--- src/rtl/iir_coef_sched_pkg.sv ---
// Shared types and constants for the biquad coefficient scheduler and the IIR datapath.
// Coefficients are two's complement Q2.14.
package iir_coef_pkg;

   localparam int COEF_W   = 16;
   localparam int NUM_COEF = 5;

   localparam logic [2:0] IDX_A0 = 3'd0;
   localparam logic [2:0] IDX_A1 = 3'd1;
   localparam logic [2:0] IDX_A2 = 3'd2;
   localparam logic [2:0] IDX_B1 = 3'd3;
   localparam logic [2:0] IDX_B2 = 3'd4;

   typedef logic signed [COEF_W-1:0] coef_t;

   localparam coef_t ONE = 16'sh4000;

   typedef enum logic {
      IDLE = 1'b0,
      PEND = 1'b1
   } state_e;

   function automatic logic addr_valid(input logic [2:0] addr);
      return addr <= 3'(NUM_COEF - 1);
   endfunction

endpackage

--- src/rtl/iir_coef_sched_fs_edge_sync.sv ---
// Two-flop synchronizer for the sample clock plus rising-edge detect.
// Same structure as the datapath's own detector so both see the identical edge.
module fs_edge_sync (
   input  logic clk_i,
   input  logic rst_i,
   input  logic async_i,
   output logic rise_o
);

   logic fs_d1_q;
   logic fs_d2_q;

   always_ff @(posedge clk_i) begin
      if (rst_i) begin
         fs_d1_q <= 1'b0;
         fs_d2_q <= 1'b0;
      end else begin
         fs_d1_q <= async_i;
         fs_d2_q <= fs_d1_q;
      end
   end

   assign rise_o = fs_d1_q & ~fs_d2_q;

endmodule

--- src/rtl/iir_coef_sched.sv ---
// Shadow/active coefficient banks for the biquad IIR; a committed shadow bank is
// copied to the active bank in one edge at the next sample boundary (or on timeout).
module iir_coef_sched
   import iir_coef_pkg::*;
#(
   parameter int    TIMEOUT_CYC = 1024,
   parameter coef_t DEF_A0      = ONE,
   parameter coef_t DEF_A1      = 16'sh0000,
   parameter coef_t DEF_A2      = 16'sh0000,
   parameter coef_t DEF_B1      = 16'sh0000,
   parameter coef_t DEF_B2      = 16'sh0000
) (
   input  logic        MCLK,
   input  logic        RST,
   input  logic        FSCLK,
   input  logic        WR_EN,
   input  logic [2:0]  WR_ADDR,
   input  logic [15:0] WR_DATA,
   input  logic        WR_COMMIT,
   input  logic        ERR_CLR,
   output logic        WR_READY,
   output logic        COMMIT_DONE,
   output logic        WR_ERR,
   output logic        TO_FLAG,
   output logic [15:0] A0,
   output logic [15:0] A1,
   output logic [15:0] A2,
   output logic [15:0] B1,
   output logic [15:0] B2
);

   localparam logic [15:0] TCNT_LAST = 16'(TIMEOUT_CYC - 1);
   localparam coef_t DEF_BANK [NUM_COEF] = '{DEF_A0, DEF_A1, DEF_A2, DEF_B1, DEF_B2};

   logic        fs_rise;
   state_e      state_q, state_d;
   logic [15:0] tcnt_q, tcnt_d;
   coef_t       shadow_q [NUM_COEF];
   coef_t       shadow_d [NUM_COEF];
   coef_t       active_q [NUM_COEF];
   coef_t       active_d [NUM_COEF];
   logic        done_q, done_d;
   logic        err_q, err_d;
   logic        to_q, to_d;
   logic        err_set;

   fs_edge_sync u_fs_sync (
      .clk_i   (MCLK),
      .rst_i   (RST),
      .async_i (FSCLK),
      .rise_o  (fs_rise)
   );

   always_comb begin
      state_d  = state_q;
      tcnt_d   = tcnt_q;
      shadow_d = shadow_q;
      active_d = active_q;
      done_d   = 1'b0;
      err_set  = 1'b0;
      to_d     = to_q & ~ERR_CLR;

      case (state_q)
         IDLE: begin
            // A write sharing a cycle with the commit lands in the shadow on this
            // edge, so the later swap (which reads shadow_q) carries it.
            if (WR_EN) begin
               if (addr_valid(WR_ADDR)) begin
                  shadow_d[WR_ADDR] = coef_t'(WR_DATA);
               end else begin
                  err_set = 1'b1;
               end
            end
            if (WR_COMMIT) begin
               state_d = PEND;
               tcnt_d  = '0;
            end
         end
         PEND: begin
            if (WR_EN || WR_COMMIT) begin
               err_set = 1'b1;
            end
            if (fs_rise || (tcnt_q == TCNT_LAST)) begin
               active_d = shadow_q;
               done_d   = 1'b1;
               state_d  = IDLE;
               tcnt_d   = '0;
               if (!fs_rise) begin
                  to_d = 1'b1;
               end
            end else begin
               tcnt_d = tcnt_q + 16'd1;
            end
         end
         default: begin
            state_d = IDLE;
         end
      endcase

      // A new error in the same cycle as ERR_CLR keeps the flag set.
      err_d = err_set | (err_q & ~ERR_CLR);
   end

   always_ff @(posedge MCLK) begin
      if (RST) begin
         state_q  <= IDLE;
         tcnt_q   <= '0;
         shadow_q <= DEF_BANK;
         active_q <= DEF_BANK;
         done_q   <= 1'b0;
         err_q    <= 1'b0;
         to_q     <= 1'b0;
      end else begin
         state_q  <= state_d;
         tcnt_q   <= tcnt_d;
         shadow_q <= shadow_d;
         active_q <= active_d;
         done_q   <= done_d;
         err_q    <= err_d;
         to_q     <= to_d;
      end
   end

   assign WR_READY    = (state_q == IDLE);
   assign COMMIT_DONE = done_q;
   assign WR_ERR      = err_q;
   assign TO_FLAG     = to_q;
   assign A0          = active_q[IDX_A0];
   assign A1          = active_q[IDX_A1];
   assign A2          = active_q[IDX_A2];
   assign B1          = active_q[IDX_B1];
   assign B2          = active_q[IDX_B2];

endmodule

--- config.mk ---
export PLATFORM = sky130hd
export DESIGN_NAME = iir_coef_sched
export DESIGN_NICKNAME = d
export VERILOG_FILES = /design/src/rtl/iir_coef_sched_pkg.sv /design/src/rtl/iir_coef_sched_fs_edge_sync.sv /design/src/rtl/iir_coef_sched.sv
export SDC_FILE = /design/constraint.sdc
export NUM_CORES = 1
export LEC_CHECK = 0
export BUFFER_PORTS_ARGS = -buffer_cell sky130_fd_sc_hd__buf_2
export CAP_MARGIN = 5
export CORE_MARGIN = 3
export CORE_UTILIZATION = 45
export DETAILED_ROUTE_END_ITERATION = 10
export GPL_TIMING_DRIVEN = 1
export HOLD_SLACK_MARGIN = 0.1
export PLACE_DENSITY = 0.66
export SLEW_MARGIN = 20
export SYNTH_ARGS = -nofsm -noshare
export SYNTH_HDL_FRONTEND = slang
export SYNTH_SLANG_ARGS = --single-unit
--- constraint.sdc ---
create_clock -name MCLK -period 2.3 [get_ports MCLK]
set_input_delay 0.345 -clock MCLK [delete_from_list [all_inputs] [get_ports MCLK]]
set_output_delay 0.345 -clock MCLK [all_outputs]
set_load 0.005 [all_outputs]
== Yosys cells after proc, flatten, opt, wreduce, memory -nomap -nowiden ==
Index checks and enable logic that the tools add are counted.

* Bitwise operators: 8
* Muxes and demuxes: 17
* Reduce and logical (&&, ||, !) cells: 6
* Magnitude comparators: 3
* Eq/ne operators: 2
* Add/subtract/negate cells: 1

{| class="wikitable"
|+ Operator list
! cell !! number
|-
| 80-bit bitwise mux || 1
|-
| 16-bit demux with 3-bit select || 1
|-
| 16-bit two-way mux || 3
|-
| 16-bit one-hot mux with 2 select lines || 1
|-
| 16-bit by 1-bit adder with 16-bit output (second input constant) || 1
|-
| 16-bit by 10-bit equality test with 1-bit output (second input constant) || 1
|-
| 1-bit two-way mux || 9
|-
| 4-bit greater-or-equal comparator (second input constant) || 1
|-
| 4-bit by 1-bit less-than comparator with 1-bit output (second input constant) || 1
|-
| 3-bit NOT with 4-bit output || 1
|-
| 1-bit one-hot mux with 2 select lines || 2
|-
| 1-bit AND || 3
|-
| 3-bit <= comparator (second input constant) || 1
|-
| 1-bit NOT || 3
|-
| 3-bit AND reduction || 1
|-
| 1-bit logical OR || 2
|-
| 2-bit != test (second input constant) || 1
|-
| 2-bit AND reduction || 1
|-
| 2-bit OR reduction || 1
|-
| 1-bit logical AND || 1
|-
| 1-bit bitwise OR || 1
|}

* Output and inout bits: 84
* Logic and storage cells: 54
* Register bits: 182
* Bits of input ports: 25

== Depth between registers and ports, before layout ==
* Depth in word-level cells: 6
* Gate-level depth with buffers: 8
* Gate-level depth less buffers: 6

== By module ==
Synthesis repeated with hierarchy kept, for this count alone.

* Cell total of the unflattened synthesis: 836
* Area, all modules: 7533.5 um2

{| class="wikitable"
|+ Modules (own cells, without submodules)
! module !! cells each !! sequential area each (um2) !! area an instance (um2) !! instances
|-
| iir_coef_sched || 831 || 3603.5 || 7472.2 || 1
|-
| fs_edge_sync || 5 || 40.0 || 61.3 || 1
|}

== Worst setup path after synthesis ==
Ideal clock, no wire load.

* Path kind: reg2reg
* Start: register tcnt_q[0]
* End: register active_q, in the netlist A0[14]
* Arrival time: 2.003 ns
* Setup time: 0.122 ns
* Setup slack: 0.174 ns
* Path buffers: 1
* Cell stages (with the launch flop): 8
* Required time: 2.178 ns
* Clock period less this slack: 2.126 ns
* Path through: dfxtp_1 ha_1 or4bb_1 nor4_4 o21ai_1 clkbuf_1 nand2_1 nand3b_1

* Word-level cells in the longest chain between the ends: 3

{| class="wikitable"
|+ RTL lines
! item !! RTL line !! RTL
|-
| from (decl) || iir_coef_sched.sv:37 || <nowiki>logic [15:0] tcnt_q, tcnt_d;</nowiki>
|-
| from (signal assigned) || iir_coef_sched.sv:115 || <nowiki>tcnt_q <= tcnt_d;</nowiki>
|-
| 16-bit by 10-bit equality test with 1-bit output || iir_coef_sched.sv:83 || <nowiki>if (fs_rise || (tcnt_q == TCNT_LAST)) begin</nowiki>
|-
| 1-bit logical OR || iir_coef_sched.sv:83 ||
|-
| 2-bit AND reduction (no source line) || - ||
|-
| to (signal assigned) || iir_coef_sched.sv:117 || <nowiki>active_q <= active_d;</nowiki>
|-
| to (decl) || iir_coef_sched.sv:40 || <nowiki>coef_t active_q [NUM_COEF];</nowiki>
|}

No other way between the ends.
A chain may end at the register's enable or synchronous reset.

== Worst setup path in the final report ==
* Start: register tcnt_q[0]
* End: register tcnt_q[5]

* Word-level cells in the longest chain between the ends: 4
* Elaborated cells on any way between the ends: 5
* Classes of those cells: add/sub (1); eq/ne (1); mux (2); reduce/logical (1)

{| class="wikitable"
|+ RTL lines
! item !! RTL line !! RTL
|-
| branches (longest 2 deep; another with 16-bit by 1-bit adder with 16-bit output) || - ||
|-
| 16-bit two-way mux (*) || iir_coef_sched.sv:83 ||
|-
| 16-bit one-hot mux with 2 select lines (*) || iir_coef_sched.sv:63 || <nowiki>case (state_q)</nowiki>
|}

Every way passes the cells marked *.

==> impl_metrics.csv <==
group,metric,value,unit
drt,remaining_drc_errors,0,
floorplanning,dieArea,0.0162,mm²
job,max_cap_viol_count,0,
synthesis,ys_types,36,
floorplanning,start_util,46.8,%
synthesis,netlist.area_leader.share,55.0,%
sta,min_period,2.23,ns
sta,max_freq,448,MHz
layout,drive_above_1_share,19.1,%
setup_path,crit_path_start_kind,"flop",
hold_path,hold_path_startpoint,"FSCLK",
setup_path,cp_top_family,"simple AND/OR/NAND/NOR gates",
floorplanning,dieWidth,127,µm
placement,place_area,0.00733,mm²
placement,dp_hpwl,10400,µm
setup_path,path_class,"flop to flop",
sta,finalMaxSlewViolations,0,
synthesis,avgSynthCellArea,8.53,µm²
sta,finClkSkew,0.00811,ns
sta,setup_viol,0,
drt,vias,5475,
hold_path,hold_depth,2,
synthesis,ys_top_cells_by_area,"dfxtp_1 (55%), nand2_1 (14%), a21oi_1 (8.8%)",
drt,via_per_inst,5.13,
grt,grt_max_degree,172,
setup_path,crit_start,"tcnt_q[0]",
setup_path,r2r_slack,0.07,ns
grt,grt_pass1_vias,4927,
grt,overflow,0,
setup_path,cp_num_buf_inv,1,
grt,grt_util_all_layers,20.0,%
cts,clkSinkCount,182,
setup_path,reg2reg_depth,7,
sta,slew-limit-headroom,48.1,%
cts,clk_pin_slew,0.06,ns
cts,clk_latency,0.43,ns
synthesis,synth_area_leader_cell,"dfxtp_1",
floorplanning,die_y,127,µm
sta,fin_crit_sh,97.2,%
synthesis,synthFlopType,"dfxtp_1",
setup_path,slowest_stage,"or4bb_4",
cts,cts_buffers,17,
drt,routed_wl,16600,µm
setup_path,cp.required,2.62,ns
placement,gp_congestion,0.861,
cts,root_buffer,"clkbuf_16",
placement,place.port_buffers,108,
cts,cts_tree,"built",
setup_path,reg2reg_to,"tcnt_q[5]",
drt,avgRoutedWirePerCell,15.6,µm
setup_path,cp-end-kind,"flop",
grt,antenna_found_initial,0,
layout,finalNonFillerCells,1068,
outcome,status,"finished clean",
cts,cts_max_level,4,
synthesis,async_reset_ff_share,0,%
synthesis,synth_edf_count,0,
synthesis,yosysWarnings,0,
layout,syn_to_final_growth,20.8,%
placement,post-place-cells,1032,
synthesis,yosysMostFrequentCell,"nand2_1",
pwr,power_density,788,mW/mm²
synthesis,yosysSeqAreaShare,55.0,%
hold_path,whs_endpoint,"u_fs_sync.fs_d1_q",
sta,worst_pin_slew,0.778,ns
drt,drt_iter0_markers,396,
floorplanning,ios,109,
synthesis,yosys-top-cells-count,"nand2_1 (241), dfxtp_1 (182), a21oi_1 (116), nor2_1 (61), mux2i_1 (48)",
sta,hold_violations,0,
setup_path,cp_max_fo,10,
hold_path,hp-class,"primary input to flop",
cts,cts_buffer_depth,2,
setup_path,crit_arrival,2.55,ns
drt,drtAntennaViolNets,0,
synthesis,synth.cell_area,0.00662,mm²
setup_path,r2r-start,"tcnt_q[0]",
setup_path,path_cells,"ha_4 > or4bb_4 > nor4_4 > buf_4 > nor2_1 > a21o_1 > a22o_1",
synthesis,syn_inst,776,
floorplanning,rows,43,
sta,timing.hold.ws,0.140,ns
grt,grt_pass1_wl,25600,µm
pwr,p_leak,3.29,nW
layout,fin_area,0.00800,mm²
synthesis,synth_fp_nets,802,
pwr,ir_drop,583,µV
layout,n_antenna_cell,0,
setup_path,cp_slowest_stage_delay,0.54,ns
floorplanning,core-area,0.0141,mm²
drt,dr.pass1.iters,5,
synthesis,synth_seq_cells,182,
layout,nNetsFinal,901,
power by group:
part	leakage, nW	internal [mW]	total (mW)	switching, mW
Clock	0.279	1.63	2.80	1.17
Sequential	1.47	3.19	3.21	0.0205
Combinational	1.54	0.0962	0.297	0.200
Total	3.29	4.92	6.30	1.39
worst register-to-register path, cell delays in order (launching register included):
cell	delay, ns
dfxtp_2	0.39
ha_4	0.17
or4bb_4	0.54
nor4_4	0.32
buf_4	0.19
nor2_1	0.15
a21o_1	0.20
a22o_1	0.17
per-layer routing:
metal / share of wire (%) / wire length, µm / global-route usage, %
met1: 46 / 7690 / 28.2
met2: 47 / 7770 / 30.1
met3: 5.5 / 917 / 5.06
met4: 1.6 / 263 / 6.50
met5: 0 / 0 / 0
per-stage QoR:
step | setup slack (ns) | utilization (%) | total power [mW] | setup TNS, ns
detailed placement | 0.0782 | 51.8 | 3.56 | 0
CTS | 0.0316 | 55.8 | 6.34 | 0
finish | 0.0655 | 56.5 | 6.30 | 0
floorplan | 0.174 | - | 3.44 | 0
global placement | 0.148 | 51.8 | 3.56 | 0
global route | -0.0151 | 56.5 | 6.51 | -0.0738
logic make-up (layout without fill, tap and decap cells):
logic type | after synthesis | after routing | synth area share (%)
xor gates and xnor gates | 4 | 4 | 0.529
muxes | 48 | 48 | 7.26
and+or+nand+nor | 344 | 344 | 21.4
adders and majority gates | 1 | 1 | 0.189
buffers and inverters | 53 | 165 | 4.12
DFF | 182 | 182 | 55.0
AOI/OAI and AO/OA | 144 | 144 | 11.5
layout make-up:
cell class	count	area (µm²)
Sequential cell	182	3650
Clock buffer	25	505
Multi-Input combinational cell	541	2740
Clock inverter	7	68.8
Timing Repair Buffer	130	797
Tap cell	180	225
Inverter	3	11.3
Fill cell	1329	6150
worst max path at each step:
stage                           end  slack, ns  depth (start not counted)
after floorplan              A0[14]       0.17                          7
after global placement       B2[10]       0.15                          7
after detailed placement      B1[1]       0.08                          7
after CTS                    B1[10]       0.03                          7
after global routing          A2[4]      -0.02                          8
final                     tcnt_q[5]       0.07                          7
state kept, by name, indices dropped and copies added (netlist names):
register	cells
A0	16
A1	16
A2	16
B1	16
B2	16
COMMIT_DONE	1
TO_FLAG	1
WR_ERR	1
shadow_q	80
state_q	1
tcnt_q	16
u_fs_sync.fs_d1_q	1
u_fs_sync.fs_d2_q	1
cell usage in the layout (no fill, tap or decap), drive strengths merged, types with 2 or more instances in the layout:
cell        n
xor2        2
nand3       5
a21oi     116
nor2b       4
o31ai       2
mux2i      48
clkinvlp    2
and3        2
clkinv      4
buf       128
or2         2
inv         3
nand4       5
a31oi       6
nand3b      5
a22oi       2
nor3b       3
clkbuf     27
a21o        3
nor2       61
or3         4
nand2     241
o21ai      11
xnor2       2
nor3        7
dfxtp     182
timing repair:
action                                  CTS  global route
hold buffers                              0             0
setup buffers                             0             1
endpoints found under the setup margin    0            76
gates resized for setup                   0             6
(Power assumes the default switching activity.)
